$ cat config.mk
export PLATFORM = sky130hd
export DESIGN_NAME = imuldiv_int_div_iterative
export DESIGN_NICKNAME = d
export VERILOG_FILES = /design/src/rtl/imuldiv_int_div_iterative.sv
export SDC_FILE = /design/constraint.sdc
export NUM_CORES = 1
export LEC_CHECK = 0
export ABC_AREA = 1
export BUFFER_PORTS_ARGS = -buffer_cell sky130_fd_sc_hd__buf_4
export CAP_MARGIN = 20
export CORE_UTILIZATION = 26
export DETAILED_ROUTE_END_ITERATION = 12
export GPL_TIMING_DRIVEN = 1
export MAX_ROUTING_LAYER = met4
export PLACE_DENSITY = 0.49
export RECOVER_POWER = 50
export REMOVE_ABC_BUFFERS = 1
export SKIP_LAST_GASP = 1
export SYNTH_ARGS = -nofsm -noshare
export SYNTH_HDL_FRONTEND = slang
export SYNTH_SLANG_ARGS = --single-unit
$ cat constraint.sdc
create_clock -name clk -period 11.1 [get_ports clk]
set_input_delay 0.555 -clock clk [delete_from_list [all_inputs] [get_ports clk]]
set_output_delay 0.555 -clock clk [all_outputs]
set_load 0.01 [all_outputs]
$ cat src/rtl/imuldiv_int_div_iterative.sv
// Iterative restoring divider, one quotient bit per cycle, val/rdy in and out.
// Optional IMULDIV_DIV_FASTPATH_EN: divide-by-zero and zero-dividend requests skip CALC/SIGN.
module imuldiv_int_div_iterative #(
  parameter int unsigned W = 32
) (
  input  logic           clk,
  input  logic           rst,
  input  logic           divreq_msg_fn,
  input  logic [W-1:0]   divreq_msg_a,
  input  logic [W-1:0]   divreq_msg_b,
  input  logic           divreq_val,
  output logic           divreq_rdy,
  output logic [2*W-1:0] divresp_msg_result,
  output logic           divresp_val,
  input  logic           divresp_rdy
);

  localparam int unsigned CW = $clog2(W + 1);

  typedef enum logic [1:0] {IDLE, CALC, SIGN, DONE} state_t;

  state_t         state;
  logic [CW-1:0]  counter;
  logic           sa, sb, dbz;
  logic [2*W-1:0] remquo;
  logic [W-1:0]   b_mag;

  logic           a_neg, b_neg, b_zero;
  logic [W-1:0]   a_mag_in, b_mag_in;
  logic [2*W-1:0] shifted;
  logic [W:0]     diff;
  logic [W-1:0]   rem_fix, quo_fix;

  always_comb begin
    a_neg    = divreq_msg_fn & divreq_msg_a[W-1];
    b_neg    = divreq_msg_fn & divreq_msg_b[W-1];
    b_zero   = (divreq_msg_b == '0);
    a_mag_in = a_neg ? -divreq_msg_a : divreq_msg_a;
    b_mag_in = b_neg ? -divreq_msg_b : divreq_msg_b;
    shifted  = {remquo[2*W-2:0], 1'b0};
    diff     = {1'b0, shifted[2*W-1:W]} - {1'b0, b_mag};
    rem_fix  = sa ? -remquo[2*W-1:W] : remquo[2*W-1:W];
    quo_fix  = (sa ^ sb) ? -remquo[W-1:0] : remquo[W-1:0];
  end

  always_ff @(posedge clk or posedge rst) begin
    if (rst) begin
      state              <= IDLE;
      counter            <= '0;
      sa                 <= 1'b0;
      sb                 <= 1'b0;
      dbz                <= 1'b0;
      remquo             <= '0;
      b_mag              <= '0;
      divreq_rdy         <= 1'b1;
      divresp_val        <= 1'b0;
      divresp_msg_result <= '0;
    end else begin
      case (state)
        IDLE: begin
          if (divreq_val) begin
            sa         <= a_neg;
            sb         <= b_neg;
            dbz        <= b_zero;
            b_mag      <= b_mag_in;
            counter    <= CW'(W);
            divreq_rdy <= 1'b0;
            // With a zero divisor every step subtracts nothing, so seeding the raw
            // dividend bits leaves quotient=all ones and remainder=raw dividend.
            remquo     <= {{W{1'b0}}, (b_zero ? divreq_msg_a : a_mag_in)};
            state      <= CALC;
`ifdef IMULDIV_DIV_FASTPATH_EN
            if (b_zero || (divreq_msg_a == '0)) begin
              remquo <= b_zero ? {divreq_msg_a, {W{1'b1}}} : '0;
              state  <= DONE;
            end
`endif
          end
        end
        CALC: begin
          if (!diff[W]) remquo <= {diff[W-1:0], shifted[W-1:1], 1'b1};
          else          remquo <= shifted;
          counter <= counter - 1'b1;
          if (counter == CW'(1)) state <= SIGN;
        end
        SIGN: begin
          if (!dbz) remquo <= {rem_fix, quo_fix};
          state <= DONE;
        end
        DONE: begin
          // First DONE cycle loads the output register; the response is offered from then on.
          if (!divresp_val) begin
            divresp_val        <= 1'b1;
            divresp_msg_result <= remquo;
          end else if (divresp_rdy) begin
            divresp_val <= 1'b0;
            divreq_rdy  <= 1'b1;
            state       <= IDLE;
          end
        end
        default: state <= IDLE;
      endcase
    end
  end

endmodule

==> impl_metrics.json <==
{
  "outcome": "complete, but fails checks",
  "violations": "capacitance limit, slew limit",
  "vias_per_cell": 4.83,
  "synth_simple_gate_area_share_pct": 39.1,
  "syn_to_final_growth_pct": 14.4,
  "combPwrFrac_pct": 63.3,
  "synth-async-reset-ratio_pct": 100,
  "yosysSeqAreaShare_pct": 30.6,
  "die_h_microns": 235,
  "synth_compound_area_share_pct": 12.6,
  "synth-main-ff-cell": "dfrtp_1",
  "syn-instance-count": 2337,
  "grt_max_degree": 116,
  "synth_fa_ha_area_share_pct": 4.03,
  "postCtsSetupBuffers": 0,
  "clk_pin_slew_worst_paths_ns": 0.07,
  "grt-ovfl-total": 0,
  "drv_slew": 229,
  "syn_avg_cell_area_sq_um": 6.06,
  "clockRootBuffer": "clkbuf_16",
  "arrival_ns": 4.82,
  "cp-end-kind": "async pin",
  "hold_viol": 0,
  "timing.hold.ws_ns": 0.358,
  "ys_ff_latch": 173,
  "final_net_count": 2541,
  "synth_xor_xnor_area_share_pct": 2.53,
  "vias": 15184,
  "port_buffers": 134,
  "num_rows": 85,
  "clock_latency_ns": 0.47,
  "worst_ep_required_time_ns": 11.60,
  "setup_violations": 0,
  "routed_wl_microns": 53500,
  "post-route-drc-count": 0,
  "hold_class": "input port to flip-flop",
  "die_w_microns": 235,
  "worstMarginPinSlew_ns": 5.59,
  "core_sq_mm": 0.0538,
  "period_share_pct": 38.9,
  "drv_cap": 3,
  "grt_pass1_wl_microns": 83400,
  "place_congestion": 0.954,
  "cts_resized": 0,
  "drtIter0Drc": 887,
  "p_int_mw": 2.17,
  "powerDensity_mw_per_mm2": 301,
  "ctsLongestPathBuffers": 2,
  "cts_hold_buf": 0,
  "detail-route-antenna-nets": 0,
  "p_sw_mw": 2.71,
  "slew_headroom_pct": -272,
  "crit_type": "input port to async pin",
  "cts_buffers": 17,
  "grt_usage_pct": 19.9,
  "start_kind": "input port",
  "syn_area_sq_mm": 0.0142,
  "antenna_found_initial": 5,
  "tns_ns": 0,
  "p_seq_share_pct": 23.5,
  "start_util_pct": 26.3,
  "synth-edff-count": 0,
  "dieArea_sq_mm": 0.0554,
  "crit_fanout": 115,
  "clock.fmax_mhz": 231,
  "finClkSkew_ns": 0.0112,
  "sw_frac_of_total_pct": 55.6,
  "ios": 135,
  "p_clk_share_pct": 13.1,
  "synth_cell_types": 43,
  "tritoncts": "done",
  "cts.sinks": 173,
  "first_pass_iters": 6,
  "finalCriticalPeriod_ns": 4.32,
  "rsz0062_at_grt": "false",
  "fillers": 6066,
  "yosysWarningCount": 0,
  "h-tree-depth": 4,
  "grt_pass1_vias": 14658,
  "wire_per_inst_microns": 17.0,
  "drive_above_1_share_pct": 5.90,
  "vdd_ir_drop_max_uv": 105,
  "post_synth_mux_area_share_pct": 0.238,
  "synth_top_family_by_area": "simple AND/OR/NAND/NOR gates",
  "leakage_nw": 8.23,
  "dpl.hpwl_microns": 41400
}
-- metal layers --
layer / vias to the layer above / wire length (microns) / track usage, % / part of all wire, %
met3: 110 / 2230 / 2.27 / 4.2
met4: 0 / 2460 / 10.2 / 4.6
met2: 422 / 25900 / 33.6 / 48
li1: 7640 / - / - / -
met1: 7012 / 22900 / 23.3 / 43
met5: - / 0 / - / 0
-- critical path, stage by stage --
cell and delay, ns:
clkbuf_4 0.11, clkinvlp_2 2.99, buf_4 0.98
-- power groups by stage --
stage / clock network, mW / registers, mW / logic (mW)
CTS: 0.658 / 1.15 / 3.18
global route: 0.681 / 1.19 / 3.49
finish: 0.642 / 1.15 / 3.09
floorplan: 0 / 1.13 / 2.11
global placement: 0 / 1.15 / 3.16
detailed placement: 0 / 1.16 / 3.17
-- final cells by class --
cell class / count / area, sq um / area share (%)
Multi-Input combinational cell: 1762 / 8300 / 51.2
Antenna cell: 5 / 12.5 / 0.0772
Tap cell: 696 / 871 / 5.37
Timing Repair Buffer: 146 / 866 / 5.34
Clock buffer: 18 / 429 / 2.65
Sequential cell: 173 / 4330 / 26.7
Inverter: 327 / 1230 / 7.58
Clock inverter: 14 / 171 / 1.06
-- state kept, by name, indices dropped and copies added (netlist names), 2 cells and up --
signal,flops
counter,6
remquo,64
b_mag,32
state,2
divresp_msg_result,64
-- path summary, 6_finish.rpt --
kind | from | end | slack, ns | depth (start not counted)
max in group clk | state[0] | counter[5] | 7.44 | 8
min reg2reg | divresp_msg_result[47] | divresp_msg_result[47] | 0.48 | 2
max reg2reg | state[0] | counter[5] | 7.44 | 8
min | divresp_rdy | divresp_val | 0.36 | 4
min in group asynchronous | rst | remquo[4] | 1.75 | 2
max | rst | remquo[56] | 6.78 | 3
-- synthesized netlist by cell type (5+ instances only) --
library cell,instances,share of area [%]
o31ai_1,5,0.26
inv_2,5,0.13
nand2_1,784,21
dfrtp_1,172,30
nor3_1,19,0.67
o21ai_1,21,0.74
nand3_1,212,7.5
nor2_1,232,6.1
o21ai_0,186,6.6
and2_1,5,0.22
o22ai_1,9,0.40
buf_1,8,0.21
nor4_1,5,0.22
clkbuf_1,57,1.5
xor2_1,25,1.5
nand4_1,41,1.8
inv_1,319,8.5
buf_2,6,0.21
nand3b_1,11,0.58
xnor2_1,16,0.99
a22oi_1,7,0.37
a21oi_1,106,3.7
nor2_2,5,0.22
ha_1,44,3.9
-- per-stage QoR --
stage          setup WS, ns  area, sq um  power, mW  cells  util (%)
4_1_cts                7.49        16400       4.99   3135      30.5
5_1_grt                5.85        16200       5.36   3141      30.1
6_report               6.78        16200       4.88   3141      30.1
3_3_place_gp           7.36        15800       4.31   3103      29.4
2_1_floorplan          5.86        13900       3.24   2262         -
3_5_place_dp           7.35        15800       4.33   3103      29.4
-- cell usage in the layout, fill, tap and decap left out, types with 9 or more instances in the layout --
master,instances
nand2_1,784
inv_1,318
nor2_1,231
nand3_1,212
o21ai_0,186
dfrtp_1,172
a21oi_1,106
buf_4,78
clkbuf_1,67
ha_1,43
nand4_1,41
xor2_1,25
o21ai_1,20
nor3_1,19
clkbuf_16,18
xnor2_1,16
nand3b_1,11
o22ai_1,9
-- cell families (layout without fill, tap and decap cells) --
| family | after synthesis | in the layout |
|---|---|---|
| AO/OA/AOI/OAI | 344 | 344 |
| other | 0 | 5 |
| AND/OR/NAND/NOR | 1329 | 1329 |
| buffers and inverters | 402 | 505 |
| flip-flops | 173 | 173 |
| multiplexers | 3 | 3 |
| XOR/XNOR | 41 | 41 |
| adder cells (fa/ha/maj) | 45 | 45 |
(Power assumes the default switching activity.)
